===== src/rtl/z16_mmio_pkg.sv =====
// Shared definitions for the Z16 memory-mapped I/O window.
// Holds the register addresses, the BTN status bit positions, reset values
// and the address decoder, so the core and any future MMIO block agree on
// one map.
package z16_mmio_pkg;

  localparam logic [15:0] ADDR_TICK = 16'h0078;
  localparam logic [15:0] ADDR_LED  = 16'h007A;
  localparam logic [15:0] ADDR_BTN  = 16'h007C;

  localparam int BTN_LEVEL_BIT = 0;
  localparam int BTN_PRESS_BIT = 1;

  localparam int LED_W = 6;

  localparam logic [LED_W-1:0] LED_RST  = '0;
  localparam logic [15:0]      TICK_RST = 16'h0000;

  typedef enum logic [1:0] {
    REG_NONE,
    REG_TICK,
    REG_LED,
    REG_BTN
  } reg_sel_e;

  // Exact 16-bit match only; neighbouring byte addresses are unmapped.
  function automatic reg_sel_e decode_addr(input logic [15:0] addr);
    reg_sel_e sel;
    sel = REG_NONE;
    case (addr)
      ADDR_TICK: sel = REG_TICK;
      ADDR_LED:  sel = REG_LED;
      ADDR_BTN:  sel = REG_BTN;
      default:   sel = REG_NONE;
    endcase
    return sel;
  endfunction

endpackage


===== src/rtl/z16_debounce.sv =====
// Push-button conditioner: 2-FF synchroniser followed by a stable-sample
// counter. The debounced level flips only after DEB_CYCLES consecutive
// synchronised samples that differ from it.
// Ports:
//   i_clk     core clock
//   i_rst_n   synchronous active-low reset
//   i_button  raw asynchronous button, active-high
//   o_level   debounced level (registered)
//   o_rise    high in the cycle whose closing edge raises o_level
module z16_debounce #(
  parameter int DEB_CYCLES = 50000
) (
  input  logic i_clk,
  input  logic i_rst_n,
  input  logic i_button,
  output logic o_level,
  output logic o_rise
);

  localparam int CNT_W = $clog2(DEB_CYCLES) + 1;
  localparam logic [CNT_W-1:0] CNT_MAX = CNT_W'(DEB_CYCLES - 1);

  logic             sync_q1;
  logic             sync_q2;
  logic             level_q;
  logic [CNT_W-1:0] count_q;
  logic             differs;
  logic             toggle;

  assign differs = (sync_q2 != level_q);
  assign toggle  = differs && (count_q == CNT_MAX);

  // Combinational so the press flag in the parent sets on the same edge the
  // level rises; derived from registers only.
  assign o_rise  = toggle && !level_q;
  assign o_level = level_q;

  // NOTE: reset is synchronous (sampled on the clock edge), so it lives
  // inside the clocked branch rather than in the sensitivity list.
  always_ff @(posedge i_clk) begin
    if (!i_rst_n) begin
      sync_q1 <= 1'b0;
      sync_q2 <= 1'b0;
      level_q <= 1'b0;
      count_q <= '0;
    end else begin
      // NOTE: non-blocking assignments make the synchroniser a true two-stage
      // shift; blocking here would collapse it into one flop.
      sync_q1 <= i_button;
      sync_q2 <= sync_q1;
      if (toggle) begin
        level_q <= ~level_q;
        count_q <= '0;
      end else if (differs) begin
        count_q <= count_q + 1'b1;
      end else begin
        count_q <= '0;
      end
    end
  end

endmodule


===== src/rtl/z16_mmio_periph.sv =====
// MMIO responder for the Z16 data bus: LED register, debounced button
// status with sticky press flag, and a free-running tick counter.
// Reads are combinational from i_addr; stores take effect on the next edge.
// Ports:
//   i_clk, i_rst_n  clock and synchronous active-low reset
//   i_addr          data address from the core
//   i_wen, i_wdata  store strobe and data
//   o_rdata, o_hit  read data and "address is mapped" (combinational)
//   i_button        raw push-button input
//   o_led           registered LED drive
module z16_mmio_periph
  import z16_mmio_pkg::*;
#(
  parameter int DEB_CYCLES = 50000,
  parameter int TICK_DIV   = 27000
) (
  input  logic             i_clk,
  input  logic             i_rst_n,
  input  logic [15:0]      i_addr,
  input  logic             i_wen,
  input  logic [15:0]      i_wdata,
  output logic [15:0]      o_rdata,
  output logic             o_hit,
  input  logic             i_button,
  output logic [LED_W-1:0] o_led
);

  if (DEB_CYCLES < 2) begin : g_bad_deb
    $error("z16_mmio_periph: DEB_CYCLES must be >= 2");
  end
  if (TICK_DIV < 2) begin : g_bad_tick
    $error("z16_mmio_periph: TICK_DIV must be >= 2");
  end

  localparam int PRE_W = $clog2(TICK_DIV) + 1;
  localparam logic [PRE_W-1:0] PRE_MAX = PRE_W'(TICK_DIV - 1);

  reg_sel_e          sel;
  logic [PRE_W-1:0]  prescale_q;
  logic [15:0]       tick_q;
  logic [LED_W-1:0]  led_q;
  logic              press_q;
  logic              btn_level;
  logic              btn_rise;
  logic              tick_wrap;
  logic              wr_tick;
  logic              wr_led;
  logic              clr_press;

  z16_debounce #(
    .DEB_CYCLES (DEB_CYCLES)
  ) u_debounce (
    .i_clk    (i_clk),
    .i_rst_n  (i_rst_n),
    .i_button (i_button),
    .o_level  (btn_level),
    .o_rise   (btn_rise)
  );

  assign sel       = decode_addr(i_addr);
  assign tick_wrap = (prescale_q == PRE_MAX);
  assign wr_tick   = i_wen && (sel == REG_TICK);
  assign wr_led    = i_wen && (sel == REG_LED);
  assign clr_press = i_wen && (sel == REG_BTN) && i_wdata[BTN_PRESS_BIT];

  // NOTE: every output of this block gets a default first, so no path can
  // leave one unassigned and infer a latch.
  always_comb begin
    o_hit   = 1'b0;
    o_rdata = 16'h0000;
    case (sel)
      REG_TICK: begin
        o_hit   = 1'b1;
        o_rdata = tick_q;
      end
      REG_LED: begin
        o_hit   = 1'b1;
        o_rdata = {{(16 - LED_W){1'b0}}, led_q};
      end
      REG_BTN: begin
        o_hit                  = 1'b1;
        o_rdata[BTN_LEVEL_BIT] = btn_level;
        o_rdata[BTN_PRESS_BIT] = press_q;
      end
      default: begin
        o_hit   = 1'b0;
        o_rdata = 16'h0000;
      end
    endcase
  end

  always_ff @(posedge i_clk) begin
    if (!i_rst_n) begin
      prescale_q <= '0;
      tick_q     <= TICK_RST;
      led_q      <= LED_RST;
      press_q    <= 1'b0;
    end else begin
      // A store to TICK does not disturb the prescaler phase.
      prescale_q <= tick_wrap ? '0 : prescale_q + 1'b1;

      // Store beats a coincident increment.
      if (wr_tick) begin
        tick_q <= i_wdata;
      end else if (tick_wrap) begin
        tick_q <= tick_q + 16'd1;
      end

      if (wr_led) begin
        led_q <= i_wdata[LED_W-1:0];
      end

      // A new press beats a coincident clear so no press is ever lost.
      if (btn_rise) begin
        press_q <= 1'b1;
      end else if (clr_press) begin
        press_q <= 1'b0;
      end
    end
  end

  assign o_led = led_q;

endmodule


===== config.mk =====
export PLATFORM = sky130hd
export DESIGN_NAME = z16_mmio_periph
export DESIGN_NICKNAME = d
export VERILOG_FILES = /design/src/rtl/z16_mmio_pkg.sv /design/src/rtl/z16_debounce.sv /design/src/rtl/z16_mmio_periph.sv
export SDC_FILE = /design/constraint.sdc
export NUM_CORES = 1
export LEC_CHECK = 0
export ABC_AREA = 1
export CAP_MARGIN = 20
export CORE_ASPECT_RATIO = 1.25
export CORE_UTILIZATION = 50
export DETAILED_ROUTE_END_ITERATION = 8
export PLACE_DENSITY = 0.76
export SYNTH_ARGS = -nofsm -noshare
export SYNTH_HDL_FRONTEND = slang
export SYNTH_SLANG_ARGS = --single-unit
export TNS_END_PERCENT = 10

===== constraint.sdc =====
create_clock -name i_clk -period 5.9 [get_ports i_clk]
set_clock_uncertainty 0.2 [all_clocks]
set_input_delay 0.885 -clock i_clk [delete_from_list [all_inputs] [get_ports i_clk]]
set_output_delay 0.885 -clock i_clk [all_outputs]
set_load 0.02 [all_outputs]

# [After elaboration in Yosys (flattened, before gate mapping)]
# Index checks and enable logic that the tools add are counted.
[word_totals] regBits=59 in_bits=36
[op_classes] eq_ne=9 n_bitwise=3 muxes=8 n_addsub=3 reduce_logical=12
[ops] op="16-bit by 7-bit equality test with 1-bit output (second input constant)" count=3
[ops] op="16-bit by 1-bit adder with 16-bit output (second input constant)" count=2
[ops] op="16-bit two-way mux" count=2
[ops] op="14-bit case mux with 2 select lines" count=1
[ops] op="17-bit by 1-bit adder with 17-bit output (second input constant)" count=1
[ops] op="17-bit by 16-bit equality test with 1-bit output (second input constant)" count=1
[ops] op="16-bit by 15-bit equality test with 1-bit output (second input constant)" count=1
[ops] op="2-bit case mux with 3 select lines" count=2
[ops] op="1-bit logical AND" count=6
[ops] op="3-bit OR reduction" count=2
[ops] op="2-bit equality test (second input constant)" count=2
[ops] op="2-bit nonzero test" count=2
[ops] op="1-bit two-way mux" count=3
[ops] op="1-bit inverter" count=3
[ops] op="2-bit by 1-bit equality test with 1-bit output (second input constant)" count=1
[ops] op="2-bit OR reduction" count=1
[ops] op="1-bit logical NOT" count=1
[ops] op="1-bit != test" count=1

# [Longest topological paths before layout]
[depth] word_depth=7 ltp_mapped=14 depth_no_buf=13

# [Hierarchy]
# Synthesis repeated with hierarchy kept, for this count alone.
[hier_totals] hier_cells=554 hier_area_um2=3549.7
[modules_own_cells] module="z16_mmio_periph" area_each_um2=2523.7 seq_area_each_um2=780.7 cells_per_inst=401 n_inst=1
[modules_own_cells] module="z16_debounce" area_each_um2=1026.0 seq_area_each_um2=400.4 cells_per_inst=153 n_inst=1

# [Worst setup path after synthesis]
# No wires, ideal clock.
[synth_path] kind="input port to output port" start="input i_addr[15]" end="output o_rdata[10]" required_ps=4815 slack_ps=2594 arrival_time_ps=2221 path_stages=8 path_cell_list="nor4_1 > nand3_1 > nor2_1 > ha_1 > buf_2 > clkbuf_1 > nand2_1 > inv_1"
[synth_between] elab_chain_cells=4 elab_cells_between_ends=7 classes_between="eq/ne: 5; mux: 2"
[synth_lines] element="from (decl)" line_no="z16_mmio_periph.sv:19" rtl="input logic [15:0] i_addr,"
[synth_lines] element="16-bit by 7-bit equality test with 1-bit output" line_no="z16_mmio_pkg.sv:30" rtl="case (addr)"
[synth_lines] element="2-bit case mux with 3 select lines (*)" line_no="z16_mmio_pkg.sv:30"
[synth_lines] element="2-bit equality test or 2-bit by 1-bit equality test with 1-bit output (tied branches)" line_no="z16_mmio_periph.sv:71" rtl="case (sel)"
[synth_lines] element="14-bit case mux with 2 select lines (*)" line_no="z16_mmio_periph.sv:71"
[synth_lines] element="to (decl)" line_no="z16_mmio_periph.sv:22" rtl="output logic [15:0] o_rdata,"
# Every way passes the cells marked *; elsewhere a longest branch is shown, timed or not.

# [Worst setup path after layout]
[layout_path] start="input i_addr[5]" end="output o_rdata[3]"
# Same word-level chain as after synthesis.

==> results.md <==
- R2r setup slk: 3670 ps
- Leakage power: 1.61 nW
- Synth Warn #: 0
- CP bufs+invs: 2
- Worst-Margin Slew: 663 ps
- HPWL Detailed: 5580 µm
- Starting Density: 0.519
- Total power: 791 µW
- Critical Path AT: 3500 ps
- Congestion Overflow GR: 0
- CP Data Required Time: 4820 ps
- Pwr/cell area: 188 nW/µm²
- PortBufs: 58
- Iteration count of the initial detailed-routing pass: 5
- Status: complete, no violations
- Highest clock rate: 0.218 GHz
- RR Startpoint: prescale_q[0]
- Max-cap violations: 0
- Yosys top cell area share: 0.346
- Hold-fix buffers at CTS: 0
- Die Ht: 94.3 µm
- Vias: 3432
- Post-layout minimum cycle time: 4580 ps
- Critical Setup Path Class: in2out
- Area of the die: 7160 µm²
- CTS-repair resized insts: 0
- CTS HTree Levels: 3
- Critical path's top delay family: buffers and inverters
- Post-Syn Area: 3410 µm²
- Synth unique cells: 34
- Routed met3 length: 358 µm
- Synth Register Bits: 59
- CTS Buf Count: 9
- Slowest CP cell: ha_1
- Vias/cell: 5.10
- Antenna diode count: 0
- Worst Setup SP: i_addr[5]
- Final #Nets: 626
- Worst-skew pair later-pin latency: 330 ps
- Ranking of synthesized cells by area: dfxtp_1, nand2_1, nor2_1
- Worst Hold End: u_debounce.sync_q2
- Remaining routing DRC violations: 0
- Commonest non-fill, non-tap cell in the layout: nand2_1
- Max layer used: met4
- R2r endpoint: prescale_q[15]
- Final Hold Fails: 0
- Syn_area_per_cell: 6.48 µm²
- Max Fanout on Critical Path: 17
- Clk slew on worst S/H paths: 60 ps
- Core Rows: 33
- Routed WL per cell: 11.4 µm
- Area grow syn2layout: 23.7%
- DRT met1 WL: 3550 µm
- Ys flop type: dfxtp_1
- Leading area contributor after synthesis: dfxtp_1
- Vias in the first global route: 3198
- ANT nets after route: 0
- Detailed Route Iter0 Violations: 180
- Initial antenna violation count: 0
- Ys async rst share: 0
- Reg2reg path depth: 6
- First-pass GRT wire length: 12900 µm
- Setup TNS Final: 0 ps
- Period utilization: 0.777
- Gr usage total: 0.233
- HP Class: reg2reg
- HP Start: u_debounce.sync_q1
- Die W: 75.9 µm
- CP Launch Type: primary input
- Syn Nets: 569
- Worst vdd ir: 0.000108 V
- # fillers: 612
- Layout cells sized above 1: 0.0717
- Core ar.: 6570 µm²
- Met2 wire length: 3660 µm
- Clk sinks: 59
- Top-level port count: 59
- Pins over their slew limit: 0
- # setup viols final: 0
- Root buffer cell: clkbuf_8
- Final wirelength: 7670 µm
- Post-CTS Setup Repair Bufs: 0
- RSZ-0062 raised after global routing: false
- Clock buffer depth: 2
- Post-synthesis sequential area ratio: 0.346
- Max incr delay on CP: 620 ps
- Cell depth of the worst min-delay path: 2
- Pin count of the biggest net entering global routing: 41
- CTS tree: yes
- Most frequent cells in the layout: nand2_1, nor2_1, inv_1
- Crit end category: primary output
- Crit path cell chain: clkdlybuf4s50_1 -> nand2_1 -> nor4_1 -> nand3_1 -> nor2_1 -> ha_1 -> nand2_1 -> a21oi_1 -> clkdlybuf4s50_1
- Slew margin rel.: 0.558
- Post-synth EDFFs: 0
- GPL Wtd Cong: 0.867
- Post-Syn Instances: 526
[worst min-delay path: stages (launching register included)]
cell,delay (ps)
dfxtp_1,310
nand2_1,50
inv_1,40
[power breakdown]
part | switching, mW | internal, mW | leakage [nW]
Sequential | 0.00164 | 0.401 | 0.476
Clock | 0.150 | 0.200 | 0.0950
Combinational | 0.0141 | 0.0237 | 1.04
[kinds of logic (layout without fill, tap and decap cells)]
group / Yosys count / count (layout) / share of synthesized area
flip-flops: 59 / 59 / 0.346
adder cells (fa/ha/maj): 7 / 7 / 0.0257
AO/OA/AOI/OAI: 58 / 58 / 0.100
AND/OR/NAND/NOR: 304 / 304 / 0.393
buffers and inverters: 84 / 144 / 0.0991
XOR/XNOR: 14 / 14 / 0.0360
[layer usage]
layer | global-route usage | vias to the layer above
met5 | 0 | -
met3 | 0.0601 | 11
li1 | - | 1788
met2 | 0.390 | 84
met4 | 0.0957 | 0
met1 | 0.276 | 1549
[Yosys cell counts, types with 3 or more instances]
library cell,number
a21oi_1,27
a21oi_2,10
a31oi_1,3
buf_2,6
clkinv_1,4
dfxtp_1,59
ha_1,7
inv_1,65
nand2_1,120
nand2_2,4
nand3_1,49
nand3b_1,3
nand4_1,12
nor2_1,80
nor2_2,4
nor3_1,15
nor3b_1,3
nor4_1,4
o21ai_0,15
or2_2,5
xnor2_1,5
xor2_1,9
[sequential cells by signal, summed over array words and instances, names as in the netlist]
name / flops
o_led: 6
press_q: 1
u_debounce.count_q: 17
u_debounce.o_level: 1
u_debounce.sync_q2: 1
tick_q: 16
prescale_q: 16
u_debounce.sync_q1: 1
[area by class of cell]
cell class              count  area, µm²  share of cell area
flip-flops and latches     59       1180               0.280
inverters                  71        267              0.0632
clock buffers              11        141              0.0335
repair buffers             59        588               0.139
clock inverters             3       40.0             0.00950
multi-input cells         383       1890               0.448
well taps                  87        109              0.0258
[stage by stage]
stage / utilization / hold WS (ps) / worst slack, ps / std cells / area (µm²)
3_3_place_gp: 0.615 / 201 / 1400 / 659 / 4040
6_report: 0.642 / 218 / 1320 / 673 / 4220
4_1_cts: 0.642 / 219 / 1290 / 673 / 4220
5_1_grt: 0.642 / 250 / 1090 / 673 / 4220
3_5_place_dp: 0.615 / 204 / 1300 / 659 / 4040
2_1_floorplan: - / 190 / 2590 / 526 / 3410
[how the worst max path moves through the flow]
stage / to / slack [ps] / cells past startpoint
global route: o_rdata[3] / 1090 / 9
detailed placement: o_rdata[3] / 1300 / 9
global placement: o_rdata[1] / 1400 / 11
CTS: o_rdata[3] / 1290 / 9
finish: o_rdata[3] / 1320 / 9
floorplan: o_rdata[10] / 2590 / 8
No activity file was read; power rests on OpenSTA's default activity.
